==> src/rtl/cache_mem_arbiter.sv <==
// Round-robin arbiter sharing one main-memory port between I-cache and D-cache.
// One transaction at a time, with a watchdog that aborts unacknowledged accesses.
module cache_mem_arbiter #(
    parameter int ADDR_W         = 32,
    parameter int DATA_W         = 32,
    parameter int TIMEOUT_CYCLES = 64,
    parameter int CNT_W          = 8
) (
    input  logic              clk,
    input  logic              rst_n,
    input  logic              i_req,
    input  logic [ADDR_W-1:0] i_addr,
    output logic              i_done,
    output logic              i_err,
    output logic [DATA_W-1:0] i_rdata,
    input  logic              d_req,
    input  logic              d_we,
    input  logic [ADDR_W-1:0] d_addr,
    input  logic [DATA_W-1:0] d_wdata,
    output logic              d_done,
    output logic              d_err,
    output logic [DATA_W-1:0] d_rdata,
    output logic              memory_read,
    output logic              memory_write,
    output logic [ADDR_W-1:0] memory_addr,
    output logic [DATA_W-1:0] memory_data_out,
    input  logic [DATA_W-1:0] memory_data_in,
    input  logic              mem_ack,
    output logic              busy
);

    typedef enum logic [1:0] {
        IDLE,
        ISSUE,
        DONE
    } state_e;

    localparam bit             TMO_EN   = (TIMEOUT_CYCLES != 0);
    localparam logic [CNT_W-1:0] TMO_LAST = CNT_W'(TIMEOUT_CYCLES - 1);

    state_e            state_q, state_d;
    logic              owner_q, owner_d;
    logic              last_q, last_d;
    logic [CNT_W-1:0]  cnt_q, cnt_d;
    logic              rd_q, rd_d;
    logic              wr_q, wr_d;
    logic [ADDR_W-1:0] addr_q, addr_d;
    logic [DATA_W-1:0] wdata_q, wdata_d;
    logic [DATA_W-1:0] i_rdata_q, i_rdata_d;
    logic [DATA_W-1:0] d_rdata_q, d_rdata_d;
    logic              i_done_q, i_done_d;
    logic              d_done_q, d_done_d;
    logic              i_err_q, i_err_d;
    logic              d_err_q, d_err_d;
    logic              busy_q, busy_d;

    logic any_req;
    logic pick_d;
    logic grant_we;
    logic ack_hit;
    logic tmo_hit;

    // owner/last encoding: 0 = I-cache, 1 = D-cache
    assign any_req  = i_req | d_req;
    assign pick_d   = d_req & (~i_req | ~last_q);
    assign grant_we = pick_d & d_we;
    assign ack_hit  = (state_q == ISSUE) & mem_ack;
    assign tmo_hit  = (state_q == ISSUE) & TMO_EN & (cnt_q == TMO_LAST);

    always_ff @(posedge clk or negedge rst_n) begin
        if (!rst_n) begin
            state_q   <= IDLE;
            owner_q   <= 1'b0;
            last_q    <= 1'b1;
            cnt_q     <= '0;
            rd_q      <= 1'b0;
            wr_q      <= 1'b0;
            addr_q    <= '0;
            wdata_q   <= '0;
            i_rdata_q <= '0;
            d_rdata_q <= '0;
            i_done_q  <= 1'b0;
            d_done_q  <= 1'b0;
            i_err_q   <= 1'b0;
            d_err_q   <= 1'b0;
            busy_q    <= 1'b0;
        end else begin
            state_q   <= state_d;
            owner_q   <= owner_d;
            last_q    <= last_d;
            cnt_q     <= cnt_d;
            rd_q      <= rd_d;
            wr_q      <= wr_d;
            addr_q    <= addr_d;
            wdata_q   <= wdata_d;
            i_rdata_q <= i_rdata_d;
            d_rdata_q <= d_rdata_d;
            i_done_q  <= i_done_d;
            d_done_q  <= d_done_d;
            i_err_q   <= i_err_d;
            d_err_q   <= d_err_d;
            busy_q    <= busy_d;
        end
    end

    always_comb begin
        state_d = state_q;
        unique case (state_q)
            IDLE:    if (any_req) state_d = ISSUE;
            ISSUE:   if (ack_hit || tmo_hit) state_d = DONE;
            DONE:    state_d = IDLE;
            default: state_d = IDLE;
        endcase
    end

    always_comb begin
        owner_d   = owner_q;
        last_d    = last_q;
        cnt_d     = cnt_q;
        rd_d      = rd_q;
        wr_d      = wr_q;
        addr_d    = addr_q;
        wdata_d   = wdata_q;
        i_rdata_d = i_rdata_q;
        d_rdata_d = d_rdata_q;
        i_done_d  = 1'b0;
        d_done_d  = 1'b0;
        i_err_d   = 1'b0;
        d_err_d   = 1'b0;
        busy_d    = busy_q;
        unique case (state_q)
            IDLE: begin
                if (any_req) begin
                    owner_d = pick_d;
                    last_d  = pick_d;
                    addr_d  = pick_d ? d_addr : i_addr;
                    wdata_d = pick_d ? d_wdata : '0;
                    rd_d    = ~grant_we;
                    wr_d    = grant_we;
                    cnt_d   = '0;
                    busy_d  = 1'b1;
                end
            end
            ISSUE: begin
                if (ack_hit) begin
                    rd_d = 1'b0;
                    wr_d = 1'b0;
                    if (rd_q && owner_q)  d_rdata_d = memory_data_in;
                    if (rd_q && !owner_q) i_rdata_d = memory_data_in;
                    d_done_d = owner_q;
                    i_done_d = ~owner_q;
                end else if (tmo_hit) begin
                    rd_d     = 1'b0;
                    wr_d     = 1'b0;
                    d_done_d = owner_q;
                    i_done_d = ~owner_q;
                    d_err_d  = owner_q;
                    i_err_d  = ~owner_q;
                end else begin
                    cnt_d = cnt_q + 1'b1;
                end
            end
            DONE: begin
                busy_d = 1'b0;
            end
            default: begin
                rd_d   = 1'b0;
                wr_d   = 1'b0;
                busy_d = 1'b0;
            end
        endcase
    end

    assign i_done          = i_done_q;
    assign i_err           = i_err_q;
    assign i_rdata         = i_rdata_q;
    assign d_done          = d_done_q;
    assign d_err           = d_err_q;
    assign d_rdata         = d_rdata_q;
    assign memory_read     = rd_q;
    assign memory_write    = wr_q;
    assign memory_addr     = addr_q;
    assign memory_data_out = wdata_q;
    assign busy            = busy_q;

endmodule

==> config.mk <==
export PLATFORM = sky130hd
export DESIGN_NAME = cache_mem_arbiter
export DESIGN_NICKNAME = d
export VERILOG_FILES = /design/src/rtl/cache_mem_arbiter.sv
export SDC_FILE = /design/constraint.sdc
export NUM_CORES = 1
export LEC_CHECK = 0
export CELL_PAD_IN_SITES_DETAIL_PLACEMENT = 2
export CELL_PAD_IN_SITES_GLOBAL_PLACEMENT = 2
export CORE_MARGIN = 2
export CORE_UTILIZATION = 23
export DETAILED_ROUTE_END_ITERATION = 8
export GPL_TIMING_DRIVEN = 0
export PLACE_DENSITY_LB_ADDON = 0.1
export SETUP_SLACK_MARGIN = 0.02
export SLEW_MARGIN = 40
export SYNTH_ARGS = -nofsm -noshare
export SYNTH_HDL_FRONTEND = slang
export SYNTH_SLANG_ARGS = --single-unit
==> constraint.sdc <==
create_clock -name clk -period 1.55 [get_ports clk]
set_input_delay 0.31 -clock clk [delete_from_list [all_inputs] [get_ports clk]]
set_output_delay 0.31 -clock clk [all_outputs]
set_load 0.05 [all_outputs]
# Word-level counts from Yosys, hierarchy flattened
# Index checks and enable logic that the tools add are counted.
# Widths: inputs -> output; s select.
[op_classes]
n_addsub = 1
n_eq_ne = 8
mux = 27
n_bitwise = 12
n_reduce_logical = 13
[op_table]
columns = ["cell", "count"]
rows = [
  ["$mux 32", 2],
  ["$mux 8", 3],
  ["$pmux 8 s2", 1],
  ["$mux 1", 15],
  ["$reduce_and 3->1", 3],
  ["$add 8x1->8 const B", 1],
  ["$eq 8x6->1 const B", 1],
  ["$ne 2x2->1 const B", 3],
  ["$not 1->1", 6],
  ["$pmux 1 s3", 2],
  ["$reduce_and 2->1", 3],
  ["$and 1x1->1", 4],
  ["$mux 2", 2],
  ["$pmux 2 s2", 1],
  ["$reduce_and 4->1", 1],
  ["$ne 3x3->1 const B", 1],
  ["$eq 2x1->1 const B", 1],
  ["$eq 2x2->1 const B", 1],
  ["$logic_and 1x1->1", 2],
  ["$logic_not 2->1", 1],
  ["$ne 2x1->1 const B", 1],
  ["$or 1x1->1", 2],
  ["$pmux 1 s2", 1],
  ["$reduce_bool 2->1", 1],
  ["2 further kinds", 2],
]
[word_totals]
regBits = 147
input_bits = 134

# Longest topological paths before layout
# Gate-level depths: netlist of run 1.
[depth]
depth_word = 7
mapped_depth = 7
depth_no_buf = 5

# Worst setup path before layout of run 1
# No wires, ideal clock.
[synth_timing]
kind = "register -> register"
start = "reg cnt_q[0]"
end = "reg cnt_q[3]"
setup_time_ns = 0.078
arrival_ns = 1.620
slack_ns = -0.148
path_stages_with_launch = 7
path_buffers = 1
period_less_slack_ns = 1.698
cell_sequence = "dfrtp_1 > ha_1 > and4_1 > and3_1 > clkbuf_2 > or4_1 > a21oi_1"
[synth_via]
elab_chain_cells = 4
word_cells_on_any_way = 8
[synth_lines]
columns = ["item", "line", "source"]
rows = [
  ["start: declaration", "44", "logic [CNT_W-1:0] cnt_q, cnt_d;"],
  ["start signal: assignment", "91", "cnt_q <= cnt_d;"],
  ["$add 8x1->8 / $eq 8x6->1 (equally long branches)", "160, 68", ""],
  ["$mux 8 / $and 1x1->1 (equally long branches)", "152, 68", ""],
  ["$mux 8 / $ne 2x2->1 (equally long branches)", "--", ""],
  ["$pmux 8 s2 / $reduce_and 4->1 (equally long branches)", "--", ""],
]
# Several ways; a longest one is shown, not always the timed one. The select of a mux whose other input is x is not followed.
# A chain may end at the register's enable or synchronous reset.

# Worst setup path in the final report of run 1
[layout_timing]
start = "reg cnt_q[1]"
end = "reg cnt_q[7]"
# The elaborated chain is that of the path after synthesis.

==> qor.txt, run 1 <==
Outcome: complete, but fails checks
Violations in the final reports: setup timing
Final hold violations: 0
Worst hold slack: 0.288 ns
Tot GR Track Use: 16.5%
Top cell type's share of synthesized area: 62.8%
Main area contributors after synthesis: dfrtp_1 63%, mux2_1 6.2%, mux2_2 6.2%
H-tree Lvls: 4
Cell taking the most area after synthesis: dfrtp_1
GR Overflow Total: 0
Max-cap violations: 0
Seq cells post-synth: 147
Drt initial violations: 128
Fin Clk Skew: 0.00770 ns
Clock Tree Buf Depth: 2
Inst Count DP: 1030
Worst Path Max Fanout: 8
TritonCTS clock tree: yes
RSZ-0062 raised after global routing: true
Worst-Margin Slew: 0.721 ns
Global-route wire length before repair: 33.6 mm
DIE AREA: 0.0266 sq mm
Synth cell types: 37
Synth Flop Type: dfrtp_1
Clk pin slew, worst setup/hold paths: 0.07 ns
R2r startpoint: cnt_q[1]
Synthesized area: 0.00582 sq mm
Worst Hold Class: in2async
Rows: 58
Initial core utilization: 23.2%
Setup violators final: 33
Worst-path cell chain: ha_2 > and4_4 > and3_4 > buf_8 > o31ai_1 > a21oi_2
Crit-path max cell delay: 0.40 ns
Area grow syn2layout: 84.8%
Max Fclk: 0.620 GHz
Mean number of vias per cell: 4.47
CP arrival: 1.88 ns
# diodes: 0
Routed WL per cell: 19.5 microns
CTS root buffer: clkbuf_16
DRC violations left: 0
Async set-reset flop share out of synthesis: 100%
Die height: 163 microns
Hpwl dp: 15.2 mm
Sequential area share after synthesis: 63.3%
RePlAce Congestion: 0.733
Crit end category: register
Mapped Nets: 565
Skew-Pair Late Insertion Delay: 0.41 ns
Mean post-synth cell area: 13.5 sq um
Critical R2R Capture: cnt_q[7]
Largest net degree at the start of global routing: 72
Finished Layout Cells: 1094
Final setup margin: -0.0633 ns
Worst VDD drop: 0.942 mV
Static Leak: 0.00473 uW
Routed Antenna Nets: 0
CTS Buf Count: 17
Crit path kind: reg2reg
Slowest cell on crit path: dfrtp_1
I/O pins: 269
Share of post-route cells with drive strength above 1: 45.2%
Syn Inst Count: 430
Critical Path Start Type: register
PD cells: 2180 mW/mm^2
Warnings, synthesis: 0
Router iterations before antenna repair: 4
Fin crit share: 104%
Post-synth EDFFs: 0
Vias in the first global route: 5799
Core ar.: 0.0250 sq mm
Min Tclk post-route: 1.61 ns
CTS Sinks: 147
Worst EP required: 1.81 ns
Port bufs: 268
Worst reg-to-reg path cell count: 6
Vias: 4892
Slew headroom: 51.7%
Final Max Slew Viols: 0
Nets: 886
Routed wire length: 21.4 mm
CP bufs+invs: 1
Initial antenna violation count: 0
CP top delay family: flip-flops
R2R setup slack: -0.06 ns
Die extent in x: 163 microns
[cell usage after synthesis, types with 2 or more instances]
cell	n
or4_1	6
o31ai_1	8
clkbuf_1	10
a22o_1	32
o21ai_1	2
nand3_1	2
a21o_1	2
buf_4	3
and4_1	2
nand2b_1	2
inv_1	2
mux2_1	32
a21oi_1	7
and3_1	2
nor2_1	4
mux2i_1	32
mux2_2	32
buf_2	13
nor2b_1	2
and2_1	2
dfrtp_1	146
nand2_1	37
nand4_1	2
o21ai_0	35
[through the flow]
stage                     utilization (%)  total power [uW]  setup TNS [ns]  area, sq um  worst slack, ns
after floorplan                         -             13900          -0.122         5880          -0.0204
after global placement               35.8             18400         -956.55         8970            -6.48
after detailed placement             36.1             18700          -82.09         9040           -0.790
after CTS                            41.9             23300           -2.79        10500           -0.101
after global routing                 42.9             24600           -6.65        10800           -0.135
final                                42.9             23400           -1.04        10800          -0.0633
[how the worst max path moves through the flow]
stage          cells past startpoint       start  slack, ns           to
2_1_floorplan                      6    cnt_q[0]      -0.02     cnt_q[3]
3_3_place_gp                       1       rst_n      -6.48  memory_read
3_5_place_dp                       5       i_req      -0.79     cnt_q[5]
4_1_cts                            6  state_q[0]      -0.10   d_rdata[9]
5_1_grt                            6    cnt_q[1]      -0.13     cnt_q[7]
6_report                           6    cnt_q[1]      -0.06     cnt_q[7]
[layout make-up]
class | instances | area (sq um)
Buffer | 26 | 344
Tap cell | 330 | 413
Clock buffer | 19 | 443
Timing Repair Buffer | 302 | 3220
Sequential cell | 147 | 3680
Clock inverter | 13 | 148
Inverter | 2 | 7.51
Multi-Input combinational cell | 255 | 2500
Fill cell | 2503 | 14300
[registers in the layout (all words and copies together) (netlist names)]
signal           cells
i_done               1
d_err                1
d_rdata             32
i_err                1
owner_q              1
memory_data_out     32
d_done               1
last_q               1
memory_write         1
i_rdata             32
memory_addr         32
memory_read          1
cnt_q                8
busy                 1
state_q              2
[where the power goes]
| part | total [uW] | internal [uW] | switching, uW |
|---|---|---|---|
| Combinational | 12700 | 4600 | 8130 |
| Clock | 4150 | 2440 | 1710 |
| Sequential | 6540 | 5490 | 1050 |
[cells by family (layout without fill, tap and decap cells)]
logic type,after synthesis,count (layout),share of synthesized area (%)
compound gates,90,91,10.5
fa+ha+maj,1,1,0.215
buf+inv,29,362,2.37
flops,147,147,63.3
mux,96,96,17.9
simple gates,67,67,5.76
[worst reg2reg max path, delay by kind of cell (launching register included)]
kind,cells,cell delay (ns)
AOI/OAI and AO/OA,2,0.37
adders and majority gates,1,0.20
buffers and inverters,1,0.14
DFF,1,0.40
and+or+nand+nor,2,0.37
[layer usage]
metal  vias to the layer above  track usage [%]  share of wire [%]
li1                       2206                -                  -
met1                      2488             19.8                 41
met2                       185             28.3                 51
met3                        13             5.46                7.3
met4                         0             4.42               0.92
met5                         -                0                  0
[layout by cell type, fill, tap and decap left out, drive strengths merged, types with 2 or more instances in the layout]
cell type,instances
clkdlybuf4s15,115
nand3,2
nor2b,2
or4,6
nand2,37
bufinv,2
clkbuf,23
clkdlybuf4s50,129
nand2b,2
dlygate4sd2,2
and2,2
nand4,2
inv,7
mux2i,32
clkdlybuf4s18,8
buf,69
a22o,32
o31ai,9
mux2,64
clkinvlp,4
nor3,2
and3,2
o21ai,37
and4,2
nor2,4
clkinv,2
a21o,2
dfrtp,146
a21oi,7
[repair_timing]
| item | in CTS | in global routing |
|---|---|---|
| buffers inserted | 19 | 6 |
| endpoints found under the setup margin | 277 | 153 |
| gates cloned | 6 | 3 |
| resized for setup | 516 | 133 |
| pin swaps | 7 | 8 |
| hold buffers | 1 | 0 |
| endpoints found under the hold margin | 146 | 0 |
(Power assumes the default switching activity.)
==> run 2, diff against run 1 <==
CTS_BUF_LIST = sky130_fd_sc_hd__clkbuf_16   (was default)
PLACE_DENSITY = 0.86   (was default)
PLACE_DENSITY_LB_ADDON = default   (was 0.1)
==> qor.txt, run 2 (same netlist as run 1, synthesis figures left out) <==
Vias in the first global route: 5442 (-6.2%)
Core ar.: 0.0250 sq mm (unchanged)
Hpwl dp: 15.3 mm (+0.40%)
Clk pin slew, worst setup/hold paths: 0.07 ns (about the same)
R2r startpoint: cnt_q[1]
Share of post-route cells with drive strength above 1: 42.1% (-3.1 points)
Mean number of vias per cell: 4.49 (+0.37%)
Clock Tree Buf Depth: 2 (unchanged)
Max-cap violations: 0 (unchanged)
Max Fclk: 0.597 GHz (-3.7%)
TritonCTS clock tree: yes
Worst hold slack: 0.317 ns (+0.0291 ns)
Clock Power Share: 18.0% (+0.3 points)
Internal: 12300 uW (-1.7%)
Drt initial violations: 155 (+21%)
Die height: 163 microns (unchanged)
Slew headroom: 68.8% (+17 points)
Largest net degree at the start of global routing: 70 (-2.8%)
CTS root buffer: clkbuf_16
R2R setup slack: -0.12 ns (-0.06 ns)
Worst reg-to-reg path cell count: 5 (-1)
Commonest non-fill, non-tap cell in the layout: dfrtp_1
Finished Layout Cells: 1086 (-0.73%)
Flop pwr share: 28.1% (+0.2 points)
CTS Buf Count: 17 (unchanged)
Crit end category: register
Final hold violations: 0 (unchanged)
Min Tclk post-route: 1.67 ns (+0.0611 ns)
RePlAce Congestion: 0.714 (-2.7%)
DRC violations left: 0 (unchanged)
Critical Path Start Type: register
Violations in the final reports: setup timing
CTS Sinks: 147 (unchanged)
DIE AREA: 0.0266 sq mm (unchanged)
CP arrival: 2.02 ns (+0.14 ns)
Nets: 878 (-0.90%)
Routed wire length: 22.9 mm (+7.1%)
Worst-Margin Slew: 0.467 ns (-0.254 ns)
Area grow syn2layout: 81.2%
Setup violators final: 37 (+12%)
Outcome: complete, but fails checks
Fin Clk Skew: 0.00905 ns (+0.00135 ns)
I/O pins: 269 (unchanged)
Total power: 23500 uW (+0.49%)
Static Leak: 0.00470 uW (-0.56%)
Worst Hold Class: in2async
Skew-Pair Late Insertion Delay: 0.42 ns (about the same)
Setup TNS Final: -1.79 ns (-0.749 ns)
Crit path kind: reg2reg
Initial antenna violation count: 0 (unchanged)
Inst Count DP: 1030 (unchanged)
# diodes: 0 (unchanged)
Critical R2R Capture: cnt_q[7]
Tot GR Track Use: 15.9% (-0.62 points)
Worst EP required: 1.89 ns (+0.08 ns)
Global-route wire length before repair: 32.2 mm (-4.2%)
Final Max Slew Viols: 0 (unchanged)
Fin crit share: 108% (+3.9 points)
Rows: 58 (unchanged)
Vias: 4874 (-0.37%)
Combinational share of power: 53.9% (-0.5 points)
Routed Antenna Nets: 0 (unchanged)
H-tree Lvls: 4 (unchanged)
NetSw: 11200 uW (+3.0%)
Router iterations before antenna repair: 4 (unchanged)
Most frequent cells in the layout: 143 x dfrtp_1, 129 x clkdlybuf4s50_1, 112 x clkdlybuf4s15_2
Worst Path Max Fanout: 7 (-1)
Port bufs: 268 (unchanged)
GR Overflow Total: 0 (unchanged)
Worst VDD drop: 1.19 mV (+27%)
Sw Share: 47.7% (+1.2 points)
Final setup margin: -0.124 ns (-0.0611 ns)
RSZ-0062 raised after global routing: true
PD cells: 2230 mW/mm^2 (+2.5%)
Initial core utilization: 23.2% (unchanged)
Routed WL per cell: 21.1 microns (+7.8%)
Die extent in x: 163 microns (unchanged)
-- run 2: per-stage QoR --
stage | worst slack (ns) | utilization (%) | cell area [sq um]
floorplan | -0.0204 | - | 5880
global placement | -6.69 | 35.8 | 8970
detailed placement | -0.797 | 36.1 | 9040
CTS | -0.102 | 40.3 | 10100
global route | -0.174 | 42.1 | 10500
finish | -0.124 | 42.1 | 10500
-- run 2: how the worst max path moves through the flow --
stage                           from             end  cells past startpoint
after floorplan             cnt_q[0]        cnt_q[3]                      6
after global placement         rst_n     memory_read                      1
after detailed placement       i_req  memory_addr[0]                      4
after CTS                 state_q[1]      i_rdata[4]                      5
after global routing        cnt_q[0]        cnt_q[7]                      5
final                       cnt_q[1]        cnt_q[7]                      5
-- run 2: layer usage --
layer  wire (microns)  vias up  track usage [%]
met5                0        -                0
met4              232        0             3.62
met3             1690       14             5.51
met2            12200      191             28.7
met1             8780     2481             17.9
li1                 -     2188                -
-- run 2: cell type report --
cell class	instances	area, sq um
Timing Repair Buffer	295	3150
Clock buffer	17	425
Tap cell	330	413
Buffer	25	274
Clock inverter	15	166
Sequential cell	147	3680
Multi-Input combinational cell	255	2420
Inverter	2	7.51
Fill cell	2504	14500
-- run 2: what timing repair did --
action / CTS / global route
resized for setup: 467 / 138
endpoints found under the setup margin: 277 / 154
pin swaps: 5 / 4
hold buffers: 1 / 0
gates cloned: 2 / 6
endpoints found under the hold margin: 18 / 0
setup buffers: 9 / 8
-- run 2: power groups by stage --
stage	clock [uW]	combinational, uW	sequential (uW)
after detailed placement	0	12100	6600
final	4250	12700	6600
after CTS	4380	12000	6530
after floorplan	0	2010	11900
after global placement	0	11900	6430
after global routing	4540	13300	6800
-- run 2: worst max-delay path: stages, from the launching register on --
cell and delay, ns:
dfrtp_1 0.39, ha_2 0.20, and4_4 0.16, and3_4 0.19, or4_4 0.51, a21oi_2 0.15
==> run 3, diff against run 2 <==
CTS_BUF_LIST = default   (was sky130_fd_sc_hd__clkbuf_16)
RECOVER_POWER = 50   (was default)
SKIP_LAST_GASP = 1   (was default)
==> qor.txt, run 3 (same netlist as run 1, synthesis figures left out) <==
Port bufs: 268 (unchanged)
Routed Antenna Nets: 0 (unchanged)
Worst Path Max Fanout: 7 (unchanged)
Final setup margin: -0.126 ns (-0.00118 ns)
Crit path kind: reg2reg
TritonCTS clock tree: yes
Fillcell total: 2508 (+0.16%)
Largest net degree at the start of global routing: 70 (unchanged)
Area grow syn2layout: 80.9%
Outcome: complete, but fails checks
Clk pin slew, worst setup/hold paths: 0.07 ns (about the same)
Commonest non-fill, non-tap cell in the layout: dfrtp_1
Worst VDD drop: 1.19 mV (about the same)
I/O pins: 269 (unchanged)
Slowest cell on crit path: or4_4
Static Leak: 0.00470 uW (about the same)
Final Max Slew Viols: 0 (unchanged)
Most frequent cells in the layout: 143 x dfrtp_1, 129 x clkdlybuf4s50_1, 114 x clkdlybuf4s15_2
CP arrival: 2.02 ns (about the same)
Nets: 881 (+0.34%)
Fin Clk Skew: 0.00847 ns (-0.000581 ns)
Worst-path cell chain: ha_2 > and4_4 > and3_4 > or4_4 > a21oi_2
Slew headroom: 44.3% (-24 points)
Total area of sequential cells: 0.00368 sq mm (unchanged)
Mean number of vias per cell: 4.47 (-0.38%)
Final Cell Area: 0.0105 sq mm (-0.15%)
Hpwl dp: 15.3 mm (unchanged)
Core ar.: 0.0250 sq mm (unchanged)
CTS Buf Count: 17 (unchanged)
Min Tclk post-route: 1.68 ns (+0.00118 ns)
Die height: 163 microns (unchanged)
Placed Area: 0.00904 sq mm (unchanged)
PD cells: 2240 mW/mm^2 (+0.18%)
Tot GR Track Use: 15.9% (unchanged)
GR Overflow Total: 0 (unchanged)
Worst EP required: 1.89 ns (about the same)
Routed WL per cell: 21.1 microns (+0.38%)
Final hold violations: 0 (unchanged)
RePlAce Congestion: 0.714 (unchanged)
Worst Hold Class: in2async
Routed wire length: 23.0 mm (+0.66%)
Die extent in x: 163 microns (unchanged)
H-tree Lvls: 4 (unchanged)
Crit end category: register
R2r startpoint: cnt_q[1]
Worst-Margin Slew: 0.835 ns (+0.368 ns)
CTS Sinks: 147 (unchanged)
Fin crit share: 108% (about the same)
Max Fclk: 0.597 GHz (about the same)
DRC violations left: 0 (unchanged)
Crit-path max cell delay: 0.51 ns (about the same)
Initial antenna violation count: 0 (unchanged)
Skew-Pair Late Insertion Delay: 0.42 ns (about the same)
Max-cap violations: 0 (unchanged)
Critical Path Source: cnt_q[1]
Violations in the final reports: setup timing
Setup violators final: 36 (-2.7%)
# diodes: 0 (unchanged)
DIE AREA: 0.0266 sq mm (unchanged)
Global-route wire length before repair: 32.2 mm (unchanged)
Multi-input gate area: 0.00242 sq mm (-0.10%)
Critical Path Start Type: register
Drt initial violations: 168 (+8.4%)
Share of post-route cells with drive strength above 1: 42.3% (+0.23 points)
Worst slack at placement: -0.797 ns (unchanged)
Vias: 4869 (-0.10%)
R2R setup slack: -0.13 ns (about the same)
Rows: 58 (unchanged)
RSZ-0062 raised after global routing: true
CTS root buffer: clkbuf_16
Router iterations before antenna repair: 4 (unchanged)
Clock Tree Buf Depth: 2 (unchanged)
Vias in the first global route: 5442 (unchanged)
Initial core utilization: 23.2% (unchanged)
==> run 3: cell count changes in the layout (fill, tap and decap cells not counted), sizes merged <==
| cell | before | now |
|---|---|---|
| buf | 59 | 57 |
| clkbuf | 24 | 29 |
| clkdlybuf4s18 | 10 | 8 |
| clkdlybuf4s15 | 112 | 114 |
==> run 3: power breakdown <==
| group | internal (uW) | total [uW] | switching [uW] |
|---|---|---|---|
| clock network | 2300 | 4250 | 1950 |
| registers | 5480 | 6600 | 1120 |
| logic | 4530 | 12700 | 8160 |
| total | 12300 | 23500 | 11200 |
==> run 3: timing repair <==
item                       in CTS  in global routing
hold endpoints to repair       18                  0
resized for setup             466                129
pin swaps                       5                  7
setup endpoints to repair     277                154
hold buffers                    1                  0
gates cloned                    2                  6
buffers inserted                9                 11
==> run 3: layer usage <==
metal | share of wire [%] | track usage [%] | up-vias | routed length [microns]
met5 | 0 | 0 | - | 0
met4 | 1.0 | 3.62 | 0 | 234
met3 | 7.3 | 5.51 | 14 | 1670
met2 | 53 | 28.7 | 189 | 12300
met1 | 38 | 17.9 | 2475 | 8820
li1 | - | - | 2191 | -
==> run 3: path summary, 6_finish.rpt <==
kind | end | depth (start not counted)
max | cnt_q[7] | 5
min | d_rdata[11] | 2
max reg2reg | cnt_q[7] | 5
min reg2reg | memory_addr[24] | 2
max in group asynchronous | memory_addr[31] | 3
min in group clk | i_err | 2
==> run 3: layout make-up <==
class	count	area share, %
flip-flops and latches	147	35.0
repair buffers	298	29.8
multi-input cells	255	23.0
clock buffers	17	4.04
well taps	330	3.92
plain buffers	25	2.60
clock inverters	15	1.58
inverters	2	0.0713
==> run 3: through the flow <==
stage                     hold slack (ns)  util (%)  power (uW)  instances  setup TNS, ns
final                               0.306      42.0       23500       1089          -1.69
after floorplan                    0.0144         -       13900        430         -0.122
after detailed placement            0.148      36.1       18700       1030         -88.72
after CTS                           0.291      40.3       22900       1073          -5.05
after global placement              0.461      35.8       18300       1028        -993.77
after global routing                0.294      42.0       24600       1089          -7.49
==> run 3: critical path, delay by kind of cell, from the launching register on <==
kind | cells | cell delay (ns)
simple gates | 3 | 0.86
compound gates | 1 | 0.15
fa+ha+maj | 1 | 0.20
flops | 1 | 0.39
